<file path="src/rtl/schedule_scoreboard_pkg.sv">
// Shared constants and helpers for the schedule-stage register-hazard scoreboard.
package schedule_scoreboard_pkg;

   localparam int REG_ADDR_W       = 5;
   localparam int NUM_REGS_DEF     = 32;
   localparam int CNT_W_DEF        = 2;
   localparam int MAX_INFLIGHT_DEF = 8;
   localparam int INF_W_DEF        = 4;

   localparam logic [REG_ADDR_W-1:0] REG_X0 = 5'd0;

   // x0 is hard-wired zero, so it never carries a hazard
   function automatic logic is_x0(input logic [REG_ADDR_W-1:0] addr);
      return (addr == REG_X0);
   endfunction

endpackage

</file>
<file path="src/rtl/schedule_scoreboard_cnt.sv">
// Per-register pending-write counter: saturating up/down count, ignores decrement at zero.
module schedule_scoreboard_cnt
   import schedule_scoreboard_pkg::*;
#(
   parameter int CNT_W = CNT_W_DEF
) (
   input  logic             CLK,
   input  logic             RST,
   input  logic             clr,
   input  logic             inc,
   input  logic             dec,
   output logic [CNT_W-1:0] count,
   output logic             is_one,
   output logic             is_max
);

   logic [CNT_W-1:0] count_r;
   logic             dec_eff_s;
   logic             inc_eff_s;

   // Qualify requests: no decrement below zero, no increment past max unless a retire frees a slot
   always_comb begin
      dec_eff_s = dec & (count_r != {CNT_W{1'b0}});
      inc_eff_s = inc & (~(&count_r) | dec_eff_s);
   end

   // Counter state with async reset and synchronous clear
   always_ff @(posedge CLK or posedge RST) begin
      if (RST) begin
         count_r <= {CNT_W{1'b0}};
      end else if (clr) begin
         count_r <= {CNT_W{1'b0}};
      end else if (inc_eff_s && !dec_eff_s) begin
         count_r <= count_r + CNT_W'(1);
      end else if (dec_eff_s && !inc_eff_s) begin
         count_r <= count_r - CNT_W'(1);
      end else begin
         count_r <= count_r;
      end
   end

   assign count  = count_r;
   assign is_one = (count_r == CNT_W'(1));
   assign is_max = &count_r;

endmodule

</file>
<file path="src/rtl/schedule_scoreboard.sv">
// Register-hazard scoreboard: tracks pending destination writes per register and gates
// issue on RAW hazards, counter saturation and total in-flight capacity.
module schedule_scoreboard
   import schedule_scoreboard_pkg::*;
#(
   parameter int NUM_REGS     = NUM_REGS_DEF,
   parameter int CNT_W        = CNT_W_DEF,
   parameter int MAX_INFLIGHT = MAX_INFLIGHT_DEF,
   parameter int INF_W        = INF_W_DEF
) (
   input  logic                  CLK,
   input  logic                  RST,
   input  logic                  FLUSH,
   input  logic                  ISSUE_VALID,
   input  logic [REG_ADDR_W-1:0] ISSUE_RD,
   input  logic                  ISSUE_WRITE_RD,
   input  logic [REG_ADDR_W-1:0] ISSUE_RS1,
   input  logic                  ISSUE_USE_RS1,
   input  logic [REG_ADDR_W-1:0] ISSUE_RS2,
   input  logic                  ISSUE_USE_RS2,
   output logic                  ISSUE_READY,
   output logic                  STALL,
   input  logic                  WB_VALID,
   input  logic [REG_ADDR_W-1:0] WB_RD,
   output logic [NUM_REGS-1:0]   BUSY_MASK,
   output logic [INF_W-1:0]      INFLIGHT_COUNT,
   output logic                  ERR_UNDERFLOW
);

   logic                trk_wr_s;
   logic                trk_wb_s;
   logic                accept_wr_s;
   logic                retire_s;
   logic                underflow_s;
   logic                raw1_s;
   logic                raw2_s;
   logic                sat_s;
   logic                cap_s;
   logic                ready_s;
   logic [NUM_REGS-1:0] busy_s;
   logic [NUM_REGS-1:0] one_s;
   logic [NUM_REGS-1:0] max_s;
   logic [NUM_REGS-1:0] inc_s;
   logic [NUM_REGS-1:0] wb_hit_s;
   logic [NUM_REGS-1:0] busy_eff_s;
   logic [INF_W-1:0]    inflight_r;
   logic                err_underflow_r;

   assign trk_wr_s = ISSUE_WRITE_RD & ~is_x0(ISSUE_RD);
   assign trk_wb_s = WB_VALID & ~is_x0(WB_RD);

   assign busy_s[0]   = 1'b0;
   assign one_s[0]    = 1'b0;
   assign max_s[0]    = 1'b0;
   assign inc_s[0]    = 1'b0;
   assign wb_hit_s[0] = 1'b0;

   for (genvar r = 1; r < NUM_REGS; r++) begin : g_reg
      logic [CNT_W-1:0] cnt_s;

      assign inc_s[r]    = accept_wr_s & (ISSUE_RD == REG_ADDR_W'(r));
      assign wb_hit_s[r] = trk_wb_s & (WB_RD == REG_ADDR_W'(r));
      assign busy_s[r]   = (cnt_s != {CNT_W{1'b0}});

      schedule_scoreboard_cnt #(
         .CNT_W (CNT_W)
      ) u_cnt (
         .CLK    (CLK),
         .RST    (RST),
         .clr    (FLUSH),
         .inc    (inc_s[r]),
         .dec    (wb_hit_s[r]),
         .count  (cnt_s),
         .is_one (one_s[r]),
         .is_max (max_s[r])
      );
   end

   // Hazard evaluation; a last pending write retiring this cycle is forwarded, so it is not busy
   always_comb begin
      busy_eff_s  = busy_s & ~(one_s & wb_hit_s);
      raw1_s      = ISSUE_USE_RS1 & busy_eff_s[ISSUE_RS1];
      raw2_s      = ISSUE_USE_RS2 & busy_eff_s[ISSUE_RS2];
      sat_s       = trk_wr_s & max_s[ISSUE_RD] & ~wb_hit_s[ISSUE_RD];
      cap_s       = trk_wr_s & (inflight_r >= INF_W'(MAX_INFLIGHT)) & ~trk_wb_s;
      ready_s     = ~RST & ~FLUSH & ~raw1_s & ~raw2_s & ~sat_s & ~cap_s;
      accept_wr_s = ISSUE_VALID & ready_s & trk_wr_s;
      retire_s    = trk_wb_s & busy_s[WB_RD] & ~FLUSH;
      underflow_s = trk_wb_s & ~busy_s[WB_RD] & ~FLUSH;
   end

   // Total outstanding tracked writes, kept equal to the sum of the per-register counters
   always_ff @(posedge CLK or posedge RST) begin
      if (RST) begin
         inflight_r <= {INF_W{1'b0}};
      end else if (FLUSH) begin
         inflight_r <= {INF_W{1'b0}};
      end else if (accept_wr_s && !retire_s) begin
         inflight_r <= inflight_r + INF_W'(1);
      end else if (retire_s && !accept_wr_s) begin
         inflight_r <= inflight_r - INF_W'(1);
      end else begin
         inflight_r <= inflight_r;
      end
   end

   // Sticky underflow flag survives FLUSH; only reset clears it
   always_ff @(posedge CLK or posedge RST) begin
      if (RST) begin
         err_underflow_r <= 1'b0;
      end else if (underflow_s) begin
         err_underflow_r <= 1'b1;
      end else begin
         err_underflow_r <= err_underflow_r;
      end
   end

   assign ISSUE_READY    = ready_s;
   assign STALL          = ISSUE_VALID & ~ready_s;
   assign BUSY_MASK      = busy_s;
   assign INFLIGHT_COUNT = inflight_r;
   assign ERR_UNDERFLOW  = err_underflow_r;

endmodule

</file>
<file path="config.mk">
export PLATFORM = sky130hd
export DESIGN_NAME = schedule_scoreboard
export DESIGN_NICKNAME = d
export VERILOG_FILES = /design/src/rtl/schedule_scoreboard_pkg.sv /design/src/rtl/schedule_scoreboard_cnt.sv /design/src/rtl/schedule_scoreboard.sv
export SDC_FILE = /design/constraint.sdc
export NUM_CORES = 1
export LEC_CHECK = 0
export BUFFER_PORTS_ARGS = -buffer_cell sky130_fd_sc_hd__buf_2
export CORE_MARGIN = 1.5
export CORE_UTILIZATION = 50
export DETAILED_ROUTE_END_ITERATION = 8
export PLACE_DENSITY = 0.68
export SLEW_MARGIN = 10
export SYNTH_ARGS = -nofsm -noshare
export SYNTH_HDL_FRONTEND = slang
export SYNTH_SLANG_ARGS = --single-unit
</file>
<file path="constraint.sdc">
create_clock -name CLK -period 5.43 [get_ports CLK]
set_input_delay 0.543 -clock CLK [delete_from_list [all_inputs] [get_ports CLK]]
set_output_delay 0.543 -clock CLK [all_outputs]
set_load 0.03 [all_outputs]
</file>
==> results.yml <==
drt:
  drtPass1Iterations: 5
  wirelength_mm: 28.9
  final_antenna_net_count: 0
  drt-initial-drc-count: 761
  drc_errors: 0
  vias: 8625
  avgViaCountPerCell: 6.50
  wl_per_cell_um: 21.8
synthesis:
  seq_area_frac_synth: 0.189
  yosysWarningCount: 0
  syn-cell-area_um2: 8870
  yosys-top-cells-count: "113 x nor2_1, 110 x inv_1, 95 x ha_1"
  syn_nets: 1196
  synth-edff-count: 0
  synth_cells: 1072
  synth-main-ff-cell: "dfrtp_1"
  ys_seq_elements: 67
  synth.area.top_cells: "dfrtp_1 19%, ha_1 13%, nor2_1 4.8%"
  syn_area_per_cell_um2: 8.28
  yosys.area.top_type_share: 0.189
  yosysMostFrequentCell: "nor2_1"
  ys_types: 93
  yosys.area.top_type: "dfrtp_1"
  async_flop_share: 1.00
floorplan:
  die_area_um2: 18600
  fp.coreArea_um2: 17300
  start_util: 0.513
  die_h_um: 136
  rows: 48
  ios: 67
  fp.dieW_um: 136
sta:
  post-route-period-util: 0.861
  finalMaxSlewViolations: 0
  timing.final.crit_period_ps: 4670
  final.setup_skew_ps: 7.45
  max_slew_margin: 0.119
  worst_slew_pin_slew_ps: 1320
  hold_viol_final: 0
  rsz0062_at_grt: "false"
  setup_tns_ps: 0
  setup_viol: 0
  fmax_mhz: 214
critical_path:
  cp.arrival_ps: 4950
  r2r_end: "INFLIGHT_COUNT[3]$_DFFE_PP0P_"
  end_kind: "flip-flop"
  r2r_cells: 14
  crit_slowest_cell: "nor2b_1"
  max_stage_delay_ps: 670
  startpoint_type: "primary input"
  endpoint: "INFLIGHT_COUNT[3]$_DFFE_PP0P_"
  rrSetupSlack_ps: 1070
  worstPathRequired_ps: 5700
  path_class: "primary input to flip-flop"
  path_max_fanout: 18
  timing.rr.start: "g_reg[13].u_cnt.count[0]$_DFFE_PP0P_"
  crit_chain: "buf_2 -> nor2b_1 -> buf_4 -> a311o_1 -> a22oi_1 -> or3_1 -> a31oi_1 -> o211ai_4 -> or4_1 -> ha_1 -> a21o_1 -> a21oi_1 -> xnor2_1 -> or4b_1 -> o211ai_1"
  cp-startpoint: "WB_RD[0]"
placed_design:
  gp_congestion: 0.989
  io_buffers: 65
  dp_hpwl_mm: 21.5
run_status:
  status: "finished, final reports clean"
cts:
  ctsHtreeMaxLevel: 3
  cts-root-buf: "clkbuf_16"
  hold_buffers: 0
  clk_pin_slew_worst_paths_ps: 60
  cts_resized: 0
  numCtsBuffers: 9
  worst_skew_pair.late_latency_ps: 350
  cts_tree: "built"
  cts_max_path_buffers: 2
  cts_sinks: 67
  cts_setup_buffers: 0
layout:
  fillers: 1641
  antenna_cells: 0
  nets: 1220
  synthToLayoutAreaGrowth_pct: 7.84
  drive_gt1_frac: 0.165
min_path:
  hp-class: "primary input to async pin"
grt:
  grt_pass1_vias: 8041
  grt_overflow: 0
  grt_max_degree: 53
  antenna_found_initial: 0
  grt_pass1_wl_mm: 44.9
  grt.total_usage: 0.319
pwr:
  finalPower_uw: 1650
  ir_drop_v: 0.000143
  cellLeakagePower_uw: 0.00401
  p_per_area_nw_per_um2: 172
flow_run:
  cap_violations: 0
## registers in the layout (all words and copies together) (netlist names)
name and count:
ERR_UNDERFLOW 1, INFLIGHT_COUNT 4, g.u_cnt.count 62
## cells by family (layout without fill, tap and decap cells)
group	count (synthesis)	after routing	share of synthesized area
simple gates	386	386	0.255
compound gates	249	249	0.204
buf+inv	182	211	0.0897
fa+ha+maj	96	96	0.136
mux	82	82	0.116
flops	67	67	0.189
xor+xnor	9	9	0.00973
other cells	1	1	0.000423
## stage by stage
step | instance area, um^2 | util | instances | worst slack, ps | hold WS (ps)
floorplan | 8870 | - | 1072 | 1400 | 578
global placement | 9250 | 0.535 | 1310 | 576 | 517
detailed placement | 9250 | 0.535 | 1310 | 503 | 545
CTS | 9570 | 0.553 | 1326 | 808 | 396
global route | 9570 | 0.553 | 1326 | 432 | 441
finish | 9570 | 0.553 | 1326 | 757 | 358
## where the power goes
group | internal (uW) | switching, uW | leakage [uW] | total (uW)
combinational | 139 | 331 | 0.00293 | 470
clock | 403 | 246 | 0.000149 | 649
sequential | 514 | 14.5 | 0.000927 | 529
## layout by cell type (no fill, tap or decap), types with 8 or more instances in the layout
master     count
nor3_1        58
o211ai_1      10
buf_2         65
mux2_1         8
a31oi_1       42
mux2_2        20
buf_4         19
clkbuf_16      9
o31a_1        12
nand4_1       13
o31ai_1       11
nor3_4        14
nand2_1       40
dfrtp_1       67
inv_1        109
mux2i_1       39
o21ai_0       36
nor2b_1       12
a211oi_1      10
a21oi_1       29
nand3_1       45
a311oi_1      20
ha_1          95
nor2_1       113
mux4_2        12
nand2b_1       9
## worst max-delay path: cells and delay by family
family,cells,cell delay (ps)
compound gates,7,1110
buf+inv,2,720
fa+ha+maj,1,330
simple gates,4,2110
xor+xnor,1,110
## worst min path at each step
stage	cells past startpoint	slack, ps	endpoint	start
final	2	360	g_reg[28].u_cnt.count[0]$_DFFE_PP0P_	RST
after global routing	2	440	g_reg[28].u_cnt.count[0]$_DFFE_PP0P_	RST
after CTS	2	400	g_reg[28].u_cnt.count[0]$_DFFE_PP0P_	RST
after detailed placement	2	540	ERR_UNDERFLOW$_DFFE_PP0P_	ERR_UNDERFLOW$_DFFE_PP0P_
after global placement	2	520	ERR_UNDERFLOW$_DFFE_PP0P_	ERR_UNDERFLOW$_DFFE_PP0P_
after floorplan	2	580	g_reg[29].u_cnt.count[1]$_DFFE_PP0P_	g_reg[29].u_cnt.count[1]$_DFFE_PP0P_
## cell type report
class                      count  area, um^2  share of cell area
clock inverter                 6        88.8             0.00928
inverter                     111         417              0.0435
clock buffer                  10         229              0.0239
tap                          225         282              0.0294
multi-input combinational    823        6410               0.670
sequential                    67        1680               0.175
timing repair buffer          84         468              0.0489
## layer usage
layer | track usage | wire length [um]
met2 | 0.502 | 13200
met1 | 0.418 | 12100
met4 | 0.138 | 1120
met3 | 0.0742 | 2540
met5 | 0 | 0
No activity file was read; power rests on OpenSTA's default activity.
